<file path="config.mk">
export PLATFORM = sky130hd
export DESIGN_NAME = pipelined_sum_accumulator_flat
export DESIGN_NICKNAME = d
export VERILOG_FILES = /design/src/rtl/mme_pkg.sv /design/src/rtl/pipelined_sum_accumulator_if.sv /design/src/rtl/pipelined_adder_tree.sv /design/src/rtl/pipelined_sum_accumulator.sv /design/src/flat_wrapper.sv
export SDC_FILE = /design/constraint.sdc
export NUM_CORES = 1
export LEC_CHECK = 0
export CORE_MARGIN = 3
export CORE_UTILIZATION = 24
export DETAILED_ROUTE_END_ITERATION = 10
export HOLD_SLACK_MARGIN = 0.03
export SKIP_CTS_REPAIR_TIMING = 1
export SYNTH_ARGS = -nofsm -noshare
export SYNTH_HDL_FRONTEND = slang
export SYNTH_HIERARCHICAL = 1
export SYNTH_SLANG_ARGS = --single-unit
</file>
<file path="constraint.sdc">
create_clock -name Clock -period 2.6 [get_ports Clock]
set_input_delay 0.26 -clock Clock [delete_from_list [all_inputs] [get_ports Clock]]
set_output_delay 0.26 -clock Clock [all_outputs]
set_load 0.05 [all_outputs]
</file>
<file path="src/rtl/mme_pkg.sv">
// Shared width arithmetic for the matrix-multiply PE tail: clog2, derived widths,
// and the node layout of the pipelined adder tree.
package mme_pkg;

  function automatic int clog2(input int value);
    int r;
    int v;
    r = 0;
    v = 1;
    while (v < value) begin
      v = v << 1;
      r = r + 1;
    end
    return r;
  endfunction

  // A single lane still gets one register stage so latency is never zero.
  function automatic int tree_levels(input int n_inputs);
    return (clog2(n_inputs) < 1) ? 1 : clog2(n_inputs);
  endfunction

  function automatic int tree_width(input int width, input int n_inputs);
    return width + clog2(n_inputs);
  endfunction

  function automatic int res_width(input int width, input int n_inputs, input int acc_len);
    return tree_width(width, n_inputs) + clog2(acc_len);
  endfunction

  function automatic int cnt_width(input int acc_len);
    return (clog2(acc_len) < 1) ? 1 : clog2(acc_len);
  endfunction

  // Elements alive at tree level lvl (level 0 = raw lanes); pairs halve, odd one passes.
  function automatic int level_count(input int n_inputs, input int lvl);
    return (n_inputs + (1 << lvl) - 1) >> lvl;
  endfunction

  // Bit offset of level lvl in the flattened node vector; level k elements are width+k wide.
  function automatic int node_offset(input int width, input int n_inputs, input int lvl);
    int off;
    off = 0;
    for (int k = 0; k < lvl; k++) begin
      off = off + level_count(n_inputs, k) * (width + k);
    end
    return off;
  endfunction

endpackage

</file>
<file path="src/rtl/pipelined_sum_accumulator_if.sv">
// Beat/result bundle between a PE datapath and its sum accumulator.
interface pipelined_sum_accumulator_if #(
  parameter int WIDTH    = 8,
  parameter int N_INPUTS = 4,
  parameter int ACC_LEN  = 3
);
  import mme_pkg::*;

  localparam int RES_WIDTH = res_width(WIDTH, N_INPUTS, ACC_LEN);

  logic                      clear;
  logic                      in_valid;
  logic [N_INPUTS*WIDTH-1:0] in_data;
  logic [RES_WIDTH-1:0]      sum;
  logic                      sum_valid;
  logic                      busy;

  modport master (
    output clear,
    output in_valid,
    output in_data,
    input  sum,
    input  sum_valid,
    input  busy
  );

  modport slave (
    input  clear,
    input  in_valid,
    input  in_data,
    output sum,
    output sum_valid,
    output busy
  );

endinterface

</file>
<file path="src/rtl/pipelined_adder_tree.sv">
// Registered unsigned adder tree: N_INPUTS lanes in, one sum out after L register levels,
// with a valid bit travelling alongside each level.
module pipelined_adder_tree
  import mme_pkg::*;
#(
  parameter int  WIDTH      = 8,
  parameter int  N_INPUTS   = 4,
  localparam int TREE_WIDTH = tree_width(WIDTH, N_INPUTS)
) (
  input  logic                      Clock,
  input  logic                      Reset_n,
  input  logic                      clear,
  input  logic                      lane_valid,
  input  logic [N_INPUTS*WIDTH-1:0] lanes,
  output logic [TREE_WIDTH-1:0]     tree_sum,
  output logic                      tree_valid,
  output logic                      tree_busy
);

  localparam int L       = tree_levels(N_INPUTS);
  localparam int IN_BITS = N_INPUTS * WIDTH;
  localparam int TOTAL   = node_offset(WIDTH, N_INPUTS, L + 1);
  localparam int OUT_OFF = node_offset(WIDTH, N_INPUTS, L);

  // All levels live in one flat vector; the lanes occupy the bottom IN_BITS.
  logic [TOTAL-1:0]       nodes;
  logic [TOTAL-1:IN_BITS] nodes_reg;
  logic [TOTAL-1:IN_BITS] nodes_next;
  logic [L-1:0]           vld_reg;

  assign nodes = {nodes_reg, lanes};

  generate
    for (genvar gi = 1; gi <= L; gi++) begin : g_level
      localparam int NIN    = level_count(N_INPUTS, gi - 1);
      localparam int NOUT   = level_count(N_INPUTS, gi);
      localparam int WI     = WIDTH + gi - 1;
      localparam int IN_OFF = node_offset(WIDTH, N_INPUTS, gi - 1);
      localparam int LV_OFF = node_offset(WIDTH, N_INPUTS, gi);

      for (genvar gj = 0; gj < NOUT; gj++) begin : g_node
        if (2 * gj + 1 < NIN) begin : g_pair
          assign nodes_next[LV_OFF + gj*(WI+1) +: WI+1] =
              {1'b0, nodes[IN_OFF + (2*gj)*WI +: WI]} +
              {1'b0, nodes[IN_OFF + (2*gj+1)*WI +: WI]};
        end else begin : g_pass
          assign nodes_next[LV_OFF + gj*(WI+1) +: WI+1] =
              {1'b0, nodes[IN_OFF + (2*gj)*WI +: WI]};
        end
      end
    end
  endgenerate

  // Data registers run freely; only the valid bits decide what the accumulator sees.
  always_ff @(posedge Clock or negedge Reset_n) begin
    if (!Reset_n) begin
      nodes_reg <= '0;
      vld_reg   <= '0;
    end else begin
      nodes_reg <= nodes_next;
      if (clear) begin
        vld_reg <= '0;
      end else begin
        vld_reg <= (vld_reg << 1) | L'(lane_valid);
      end
    end
  end

  assign tree_sum   = nodes[OUT_OFF +: TREE_WIDTH];
  assign tree_valid = vld_reg[L-1];
  assign tree_busy  = |vld_reg;

endmodule

</file>
<file path="src/rtl/pipelined_sum_accumulator.sv">
// PE output stage: sums lanes per beat through the adder tree, then accumulates
// ACC_LEN valid tree outputs into one overflow-free result.
module pipelined_sum_accumulator
  import mme_pkg::*;
#(
  parameter int WIDTH    = 8,
  parameter int N_INPUTS = 4,
  parameter int ACC_LEN  = 3
) (
  input  logic                        Clock,
  input  logic                        Reset_n,
  pipelined_sum_accumulator_if.slave  bus
);

  localparam int TREE_WIDTH = tree_width(WIDTH, N_INPUTS);
  localparam int RES_WIDTH  = res_width(WIDTH, N_INPUTS, ACC_LEN);
  localparam int CNT_W      = cnt_width(ACC_LEN);
  localparam logic [CNT_W-1:0] LAST_BEAT = CNT_W'(ACC_LEN - 1);

  logic [TREE_WIDTH-1:0] tree_sum;
  logic                  tree_valid;
  logic                  tree_busy;

  logic [RES_WIDTH-1:0]  acc_reg;
  logic [RES_WIDTH-1:0]  acc_next;
  logic [CNT_W-1:0]      cnt_reg;
  logic [RES_WIDTH-1:0]  sum_reg;
  logic                  sum_valid_reg;

  // clear also kills the beat presented in the same cycle.
  pipelined_adder_tree #(
    .WIDTH    (WIDTH),
    .N_INPUTS (N_INPUTS)
  ) u_tree (
    .Clock      (Clock),
    .Reset_n    (Reset_n),
    .clear      (bus.clear),
    .lane_valid (bus.in_valid & ~bus.clear),
    .lanes      (bus.in_data),
    .tree_sum   (tree_sum),
    .tree_valid (tree_valid),
    .tree_busy  (tree_busy)
  );

  always_comb begin
    acc_next = RES_WIDTH'(tree_sum);
    if (cnt_reg != '0) begin
      acc_next = acc_reg + RES_WIDTH'(tree_sum);
    end
  end

  always_ff @(posedge Clock or negedge Reset_n) begin
    if (!Reset_n) begin
      acc_reg       <= '0;
      cnt_reg       <= '0;
      sum_reg       <= '0;
      sum_valid_reg <= 1'b0;
    end else if (bus.clear) begin
      // sum_reg deliberately keeps the last completed result.
      acc_reg       <= '0;
      cnt_reg       <= '0;
      sum_valid_reg <= 1'b0;
    end else begin
      sum_valid_reg <= 1'b0;
      if (tree_valid) begin
        acc_reg <= acc_next;
        if (cnt_reg == LAST_BEAT) begin
          sum_reg       <= acc_next;
          sum_valid_reg <= 1'b1;
          cnt_reg       <= '0;
        end else begin
          cnt_reg <= cnt_reg + CNT_W'(1);
        end
      end
    end
  end

  assign bus.sum       = sum_reg;
  assign bus.sum_valid = sum_valid_reg;
  assign bus.busy      = tree_busy | (cnt_reg != '0);

endmodule

</file>
<file path="src/flat_wrapper.sv">
// flat-port wrapper written by rule: the top's interface ports become plain ports
module pipelined_sum_accumulator_flat import mme_pkg::*;
#(
  parameter int WIDTH    = 8,
  parameter int N_INPUTS = 4,
  parameter int ACC_LEN  = 3
)
  (Clock, Reset_n, bus_clear, bus_in_valid, bus_in_data, bus_sum, bus_sum_valid, bus_busy);
  pipelined_sum_accumulator_if #(.WIDTH(WIDTH), .N_INPUTS(N_INPUTS), .ACC_LEN(ACC_LEN)) bus_i ();
  input  logic Clock;
  input  logic Reset_n;
  input wire logic [$bits(bus_i.clear)-1:0] bus_clear;
  input wire logic [$bits(bus_i.in_valid)-1:0] bus_in_valid;
  input wire logic [$bits(bus_i.in_data)-1:0] bus_in_data;
  output wire logic [$bits(bus_i.sum)-1:0] bus_sum;
  output wire logic [$bits(bus_i.sum_valid)-1:0] bus_sum_valid;
  output wire logic [$bits(bus_i.busy)-1:0] bus_busy;
  assign bus_i.clear = bus_clear;
  assign bus_i.in_valid = bus_in_valid;
  assign bus_i.in_data = bus_in_data;
  assign bus_sum = bus_i.sum;
  assign bus_sum_valid = bus_i.sum_valid;
  assign bus_busy = bus_i.busy;
  pipelined_sum_accumulator #(.WIDTH(WIDTH), .N_INPUTS(N_INPUTS), .ACC_LEN(ACC_LEN)) u_core (.Clock(Clock), .Reset_n(Reset_n), .bus(bus_i));
endmodule
</file>
==> flow_summary.json, run 1 <==
{
  "status": "finished, final reports clean",
  "required_ns": 2.81,
  "internal-power_mw": 2.24,
  "io_pins": 50,
  "core-area_mm2": 0.0140,
  "nFillCells": 1471,
  "drt-pass1-iter-count": 4,
  "cp-end-kind": "flop",
  "cp-startpoint": "u_core/u_tree/nodes_reg[50]",
  "p_clk_share_pct": 34.8,
  "min_period_over_period_pct": 93.2,
  "ir_worst_vdd_uv": 312,
  "drtIter0Drc": 172,
  "crit_fanout": 2,
  "ant_nets": 0,
  "cp_cell_sequence": "ha_1, fa_1, a21o_1, a221oi_2, a21oi_1, a211oi_2, mux2i_1, a2111oi_2",
  "fin_skew_ns": 0.00501,
  "p_seq_share_pct": 33.7,
  "synth-edff-count": 0,
  "worstReg2RegStart": "u_core/u_tree/nodes_reg[50]",
  "avgSynthCellArea_um2": 9.98,
  "wl_um": 6940,
  "synth_flop_cell": "dfrtp_1",
  "antenna_found_initial": 0,
  "min_path_type": "in2async",
  "portBuffers": 49,
  "cts_max_path_buffers": 2,
  "yosysSeqAreaShare_pct": 40.8,
  "multi_input_area_mm2": 0.00192,
  "p_total_mw": 3.27,
  "grt_pass1_vias": 2558,
  "async_reset_ff_share_pct": 100,
  "num_rows": 43,
  "htree_num_levels": 3,
  "ys_warn_count": 6,
  "via_per_inst": 4.51,
  "p_per_area_mw_per_mm2": 736,
  "grt_pass1_wl_um": 11800,
  "n_antenna_cell": 0,
  "area_growth_pct": 27.0,
  "track_usage_pct": 9.05,
  "tritoncts": "built",
  "grt_max_degree": 41,
  "clk_pin_slew_ns": 0.05,
  "num_vias": 2616,
  "place_congestion": 0.851,
  "p_comb_share_pct": 31.5,
  "critPathLaunchType": "flop",
  "die_h_um": 127,
  "finalCriticalPeriod_ns": 2.42,
  "initial_core_util_pct": 24.9,
  "seq_area_mm2": 0.00143,
  "ys_ff_latch": 57,
  "hold_violations": 0,
  "setup_tns_ns": 0,
  "layout_common_cells": "dfrtp_1, clkdlybuf4s50_1, ha_1",
  "cts_buffers": 9,
  "fmax_ghz": 0.413,
  "final_core_util_pct": 31.6,
  "syn_inst": 350,
  "netlist_area_mm2": 0.00349,
  "critPathArrivalTime_ns": 2.64,
  "cpPeakStageDelay_ns": 0.41,
  "net-switching-power_mw": 1.02,
  "r2r_setup_slack_ns": 0.18,
  "drive_above_1_share_pct": 8.75,
  "reg2reg_depth": 8,
  "die_w_um": 127,
  "drcViolationCount": 0,
  "rsz0062_at_grt": "no",
  "die_area_mm2": 0.0160,
  "final_common_cell": "dfrtp_1",
  "largest_reg_flops": 28,
  "p_leak_nw": 1.91,
  "syn_nets": 425,
  "slew_violations": 0,
  "fin_nets": 471,
  "clock_latency_ns": 0.32,
  "r2r_end": "u_core/acc_reg[10]",
  "overflow": 0,
  "ys_types": 51,
  "slew_headroom_pct": 66.7,
  "cts.sink_count": 57,
  "dp_hpwl_um": 5370,
  "switching_share_pct": 31.3,
  "worstMarginPinSlew_ns": 0.499,
  "setup_viol": 0,
  "critPathCapture": "u_core/acc_reg[10]",
  "root_buffer": "clkbuf_16",
  "cp_slowest_cell": "fa_1",
  "crit_type": "reg2reg",
  "wl_per_cell_um": 12.0,
  "drv_cap": 0
}
## cells by family (layout without fill, tap and decap cells)
kind of cell / after synthesis / count (layout) / share of synthesized area [%]
AOI/OAI and AO/OA: 102 / 102 / 19.7
muxes: 6 / 6 / 1.75
buffers and inverters: 29 / 79 / 4.22
DFF: 57 / 57 / 40.8
adders and majority gates: 39 / 39 / 14.8
and+or+nand+nor: 91 / 91 / 12.2
xor gates and xnor gates: 26 / 26 / 6.52
## cells in the mapped netlist (2+ instances only)
library cell / n / area share [%]
a32oi_1: 2 / 0.50
a21oi_1: 27 / 3.9
nor2_1: 30 / 3.2
mux2i_1: 5 / 1.4
o21bai_1: 7 / 1.5
a211oi_1: 10 / 2.1
o211ai_1: 4 / 0.86
nor3_1: 2 / 0.29
a311oi_1: 4 / 1.0
o31ai_1: 3 / 0.64
a21boi_0: 2 / 0.43
xnor2_1: 19 / 4.8
o21a_1: 2 / 0.43
xor2_1: 7 / 1.8
a31oi_1: 3 / 0.54
o21ai_0: 22 / 3.2
inv_1: 7 / 0.75
nand2_1: 30 / 3.2
a21o_1: 5 / 1.1
and3_1: 4 / 0.72
nor4_1: 3 / 0.54
or2_2: 3 / 0.54
ha_1: 35 / 13
clkbuf_1: 9 / 0.97
dfrtp_1: 57 / 41
nor2b_1: 8 / 1.4
buf_4: 10 / 2.1
fa_1: 4 / 2.3
buf_1: 2 / 0.21
nand3_1: 3 / 0.43
## through the flow
step,cells,setup WS [ns],hold slack (ns),instance area (µm²)
2_1_floorplan,350,0.189,-0.0356,3490
3_3_place_gp,564,0.264,0.208,4130
3_5_place_dp,564,0.204,0.217,4130
4_1_cts,579,0.183,-0.137,4430
5_1_grt,580,0.0323,0.430,4440
6_report,580,0.178,0.399,4440
## worst max-delay path, delay by kind of cell (launching register included)
kind                     cells  cell delay [ns]
flip-flops                   1             0.38
AO/OA/AOI/OAI                5             1.15
adder cells (fa/ha/maj)      2             0.64
multiplexers                 1             0.14
## per-layer routing
metal / global-route usage (%) / routed length, µm
met1: 12.1 / 3410
met2: 13.7 / 2990
met3: 2.53 / 403
met4: 3.97 / 140
met5: 0 / 0
## power by group through the flow
stage	logic [mW]	clock network, mW	registers [mW]
CTS	1.03	1.17	1.10
floorplan	0.878	0	1.08
detailed placement	1.02	0	1.11
global placement	1.01	0	1.11
finish	1.03	1.14	1.10
global route	1.17	1.22	1.12
## layout make-up
class | count | area share [%]
clock inverters | 5 | 1.27
multi-input cells | 264 | 43.3
well taps | 180 | 5.07
flip-flops and latches | 57 | 32.1
clock buffers | 10 | 5.38
repair buffers | 57 | 12.3
inverters | 7 | 0.592
## worst min-delay path by stage
stage	cells after the start	slack, ns	to	start
after floorplan	0	-0.04	u_core/acc_reg[0]	Reset_n
after global placement	1	0.21	u_core/bus.sum[0]	Reset_n
after detailed placement	1	0.22	u_core/bus.sum[0]	Reset_n
after CTS	1	-0.14	u_core/bus.sum[0]	Reset_n
after global routing	2	0.43	u_core/bus.sum[0]	Reset_n
final	2	0.40	u_core/bus.sum[0]	Reset_n
Power figures use the tool's default switching activity.
==> run 2: changes to the inputs <==
- CTS_BUF_LIST: default -> sky130_fd_sc_hd__clkbuf_4
==> run 2 against run 1 <==
  * Global-route usage down 0.13 points
  * Critical path depth unchanged
  * Largest cell class unchanged
  * Worst hold slack worse by 0.078 ns
  * Die area is the same
  * Via count shrank 0.11%
==> flow_summary.json, run 2 (synthesized netlist as in run 1, its figures left out) <==
{
  "cts.sink_count": 57,
  "io_pins": 50,
  "fin_skew_ns": 0.0105,
  "wl_per_cell_um": 11.9,
  "layout.cells.non_filler": 580,
  "crit_buf_inv": 0,
  "grt_max_degree": 41,
  "cpLargestDelayFamily": "compound AO/OA/AOI/OAI gates",
  "ir_worst_vdd_uv": 218,
  "setup_viol": 0,
  "worstMarginPinSlew_ns": 0.498,
  "cp_slowest_cell": "fa_1",
  "num_rows": 43,
  "initial_core_util_pct": 24.9,
  "largest_reg_flops": 28,
  "ant_nets": 0,
  "core-area_mm2": 0.0140,
  "track_usage_pct": 8.92,
  "crit_type": "reg2reg",
  "nFillCells": 1492,
  "cpPeakStageDelay_ns": 0.41,
  "drt-pass1-iter-count": 4,
  "final_common_cell": "dfrtp_1",
  "tritoncts": "built",
  "p_leak_nw": 1.83,
  "cp_cell_sequence": "ha_1, fa_1, a21o_1, a221oi_2, a21oi_1, a211oi_2, mux2i_1, a2111oi_2",
  "grt_pass1_wl_um": 11800,
  "worst_slack_ns": 0.169,
  "drv_cap": 0,
  "cts_max_path_buffers": 2,
  "n_antenna_cell": 0,
  "status": "finished, final reports clean",
  "htree_num_levels": 3,
  "slew_headroom_pct": 66.7,
  "reg2reg_depth": 8,
  "rsz0062_at_grt": "no",
  "drtIter0Drc": 178,
  "r2r_end": "u_core/acc_reg[10]",
  "critPathCapture": "u_core/acc_reg[10]",
  "min_period_over_period_pct": 93.5,
  "crit_cells": 8,
  "layout_common_cells": "dfrtp_1, clkdlybuf4s50_1, ha_1",
  "fin_nets": 471,
  "grt_pass1_vias": 2541,
  "crit_fanout": 2,
  "portBuffers": 49,
  "area_growth_pct": 22.2,
  "fmax_ghz": 0.411,
  "dp_hpwl_um": 5370,
  "drcViolationCount": 0,
  "clk_pin_slew_ns": 0.10,
  "num_vias": 2613,
  "drive_above_1_share_pct": 8.50,
  "worstReg2RegStart": "u_core/u_tree/nodes_reg[50]",
  "via_per_inst": 4.51,
  "clock_latency_ns": 0.39,
  "required_ns": 2.89,
  "slew_violations": 0,
  "dpl.cell_count": 564,
  "root_buffer": "clkbuf_4",
  "r2r_setup_slack_ns": 0.17,
  "hold_violations": 0,
  "cts_buffers": 9,
  "overflow": 0,
  "finalCriticalPeriod_ns": 2.43,
  "p_per_area_mw_per_mm2": 636,
  "cp-end-kind": "flop",
  "wl_um": 6880,
  "critPathArrivalTime_ns": 2.72,
  "setup_tns_ns": 0,
  "die_area_mm2": 0.0160,
  "min_path_type": "in2async",
  "place_congestion": 0.851,
  "cp-startpoint": "u_core/u_tree/nodes_reg[50]",
  "die_h_um": 127,
  "place_ws_ns": 0.204,
  "critPathLaunchType": "flop",
  "antenna_found_initial": 0,
  "die_w_um": 127
}
## run 2: report_power, final
group	total [mW]	switching [mW]	leakage (nW)	internal (mW)
Sequential	1.10	0.0761	0.730	1.02
Combinational	1.03	0.565	1.03	0.462
Clock	0.595	0.312	0.0692	0.283
## run 2: worst min path at each step
| stage | slack (ns) | endpoint | cells after the start | from |
|---|---|---|---|---|
| floorplan | -0.04 | u_core/acc_reg[0] | 0 | Reset_n |
| global placement | 0.21 | u_core/bus.sum[0] | 1 | Reset_n |
| detailed placement | 0.22 | u_core/bus.sum[0] | 1 | Reset_n |
| CTS | -0.24 | u_core/bus.sum[0] | 1 | Reset_n |
| global route | 0.32 | u_core/bus.sum[0] | 2 | Reset_n |
| finish | 0.32 | u_core/bus.sum[0] | 2 | Reset_n |
## run 2: final cells by class
class	count	area [µm²]	area share, %
multi-input combinational	264	1920	45.0
sequential	57	1430	33.4
timing repair buffer	57	546	12.8
tap	180	225	5.27
clock buffer	9	67.6	1.58
clock inverter	6	60.1	1.41
inverter	7	26.3	0.615
## run 2: through the flow
step | hold WS (ns) | util (%) | area (µm²) | power (mW)
after global routing | 0.317 | 30.4 | 4270 | 2.95
after global placement | 0.208 | 29.4 | 4130 | 2.12
after CTS | -0.239 | 30.3 | 4260 | 2.76
final | 0.321 | 30.4 | 4270 | 2.72
after floorplan | -0.0356 | - | 3490 | 1.96
after detailed placement | 0.217 | 29.4 | 4130 | 2.14
## run 2: per-layer routing
layer  vias up  global-route usage, %  wire [µm]
li1       1351                      -          -
met1      1171                   12.2       3370
met2        84                   13.6       3020
met3         7                   2.53        426
met4         0                   3.03         67
met5         -                      0          0
==> run 3: changes to the inputs <==
- PLACE_DENSITY: default -> 0.46
==> run 3 against run 2 <==
  * Cell area rose by 1.9%
  * First-iteration DRC count fell by 5.6%
  * Wire length rose by 8.4%
  * Worst hold slack improved by 0.13 ns
  * Worst setup slack got worse by 0.032 ns
  * Core utilization increased by 0.59 points
==> flow_summary.json, run 3 (synthesized netlist as in run 1, its figures left out) <==
{
  "portBuffers": 49,
  "cts.sink_count": 57,
  "layout.cells.non_filler": 585,
  "drt-pass1-iter-count": 4,
  "rsz0062_at_grt": "no",
  "grt_max_degree": 44,
  "drtIter0Drc": 168,
  "slew_headroom_pct": 36.0,
  "hold_violations": 0,
  "cpPeakStageDelay_ns": 0.41,
  "dp_hpwl_um": 5550,
  "cts_max_path_buffers": 2,
  "nFillCells": 1420,
  "wl_um": 7460,
  "die_w_um": 127,
  "cp_slowest_cell": "dfrtp_1",
  "dpl.cell_count": 564,
  "largest_reg_flops": 28,
  "required_ns": 2.90,
  "min_period_over_period_pct": 94.7,
  "p_per_area_mw_per_mm2": 672,
  "clk_pin_slew_ns": 0.12,
  "drive_above_1_share_pct": 10.1,
  "area_growth_pct": 24.6,
  "status": "finished, final reports clean",
  "final_common_cell": "dfrtp_1",
  "grt_pass1_wl_um": 13000,
  "fin_nets": 474,
  "cp-end-kind": "flop",
  "layout_common_cells": "dfrtp_1, clkdlybuf4s50_1, ha_1",
  "cts_buffers": 9,
  "multi_input_area_mm2": 0.00194,
  "setup_viol": 0,
  "ant_nets": 0,
  "drcViolationCount": 0,
  "place_congestion": 0.873,
  "slew_violations": 0,
  "root_buffer": "clkbuf_4",
  "antenna_found_initial": 0,
  "p_leak_nw": 1.86,
  "via_per_inst": 4.54,
  "overflow": 0,
  "critPathLaunchType": "flop",
  "cp_cell_sequence": "ha_1, fa_2, a21o_1, a221oi_2, a21oi_2, a211oi_2, mux2i_1, a2111oi_2",
  "die_area_mm2": 0.0160,
  "num_vias": 2656,
  "critPathArrivalTime_ns": 2.76,
  "drv_cap": 0,
  "fmax_ghz": 0.406,
  "min_path_type": "in2reg",
  "grt_pass1_vias": 2790,
  "crit_fanout": 2,
  "io_pins": 50,
  "core-area_mm2": 0.0140,
  "worstMarginPinSlew_ns": 0.959,
  "setup_tns_ns": 0,
  "wl_per_cell_um": 12.8,
  "fin_skew_ns": 0.0177,
  "finalCriticalPeriod_ns": 2.46,
  "initial_core_util_pct": 24.9,
  "die_h_um": 127,
  "tritoncts": "built",
  "track_usage_pct": 9.92,
  "crit_type": "reg2reg",
  "num_rows": 43,
  "seq_area_mm2": 0.00143,
  "htree_num_levels": 3,
  "ir_worst_vdd_uv": 243,
  "clock_latency_ns": 0.41
}
==> run 3: cell types whose count changed in the layout (fill, tap and decap cells not counted), sizes merged <==
cell    previous run  this run
buf                9        12
inv                7         8
clkinv             4         3
diode              0         1
bufinv             1         2
==> run 3: worst paths after layout <==
kind                                                     to                        start  cells after the start  slack [ns]
worst max-delay path                     u_core/acc_reg[10]  u_core/u_tree/nodes_reg[50]                      8        0.14
worst min-delay path            u_core/u_tree/nodes_reg[41]              bus_in_data[24]                      2        0.45
worst max register to register           u_core/acc_reg[10]  u_core/u_tree/nodes_reg[50]                      8        0.14
worst min register to register            u_core/bus.sum[1]            u_core/bus.sum[1]                      2        0.49
max in group asynchronous       u_core/u_tree/nodes_reg[36]                      Reset_n                      3        1.38
min in group asynchronous                 u_core/bus.sum[4]                      Reset_n                      2        0.53
==> run 3: metal layers <==
layer | wire length, µm | global-route usage, % | up-vias
met1 | 3680 | 13.2 | 1213
li1 | - | - | 1349
met2 | 3260 | 15.5 | 83
met4 | 127 | 4.16 | 0
met3 | 392 | 2.23 | 11
met5 | 0 | 0 | -
==> run 3: area by class of cell <==
type                            count  share of cell area (%)
Timing Repair Buffer               60                    13.0
Antenna cell                        1                  0.0575
Sequential cell                    57                    32.8
Clock buffer                        9                    1.55
Clock inverter                      7                    2.36
Tap cell                          180                    5.17
Multi-Input combinational cell    264                    44.5
Inverter                            7                   0.603
==> run 3: through the flow <==
step	power [mW]	hold slack [ns]	util, %	area (µm²)	worst slack, ns
3_5_place_dp	2.14	0.471	29.4	4130	0.145
6_report	2.93	0.447	31.0	4350	0.137
2_1_floorplan	1.96	-0.0356	-	3490	0.189
5_1_grt	3.15	0.430	31.0	4350	0.0105
3_3_place_gp	2.13	0.460	29.4	4130	0.230
4_1_cts	2.94	-0.00463	30.7	4300	0.0758
==> run 3: critical path, delay by kind of cell, from the launching register on <==
family                   cells  cell delay (ns)
adder cells (fa/ha/maj)      2             0.59
multiplexers                 1             0.13
flip-flops                   1             0.41
AO/OA/AOI/OAI                5             1.23
==> run 3: power breakdown <==
part	switching, mW	internal (mW)
registers	0.0760	1.02
clock network	0.382	0.397
logic	0.583	0.468
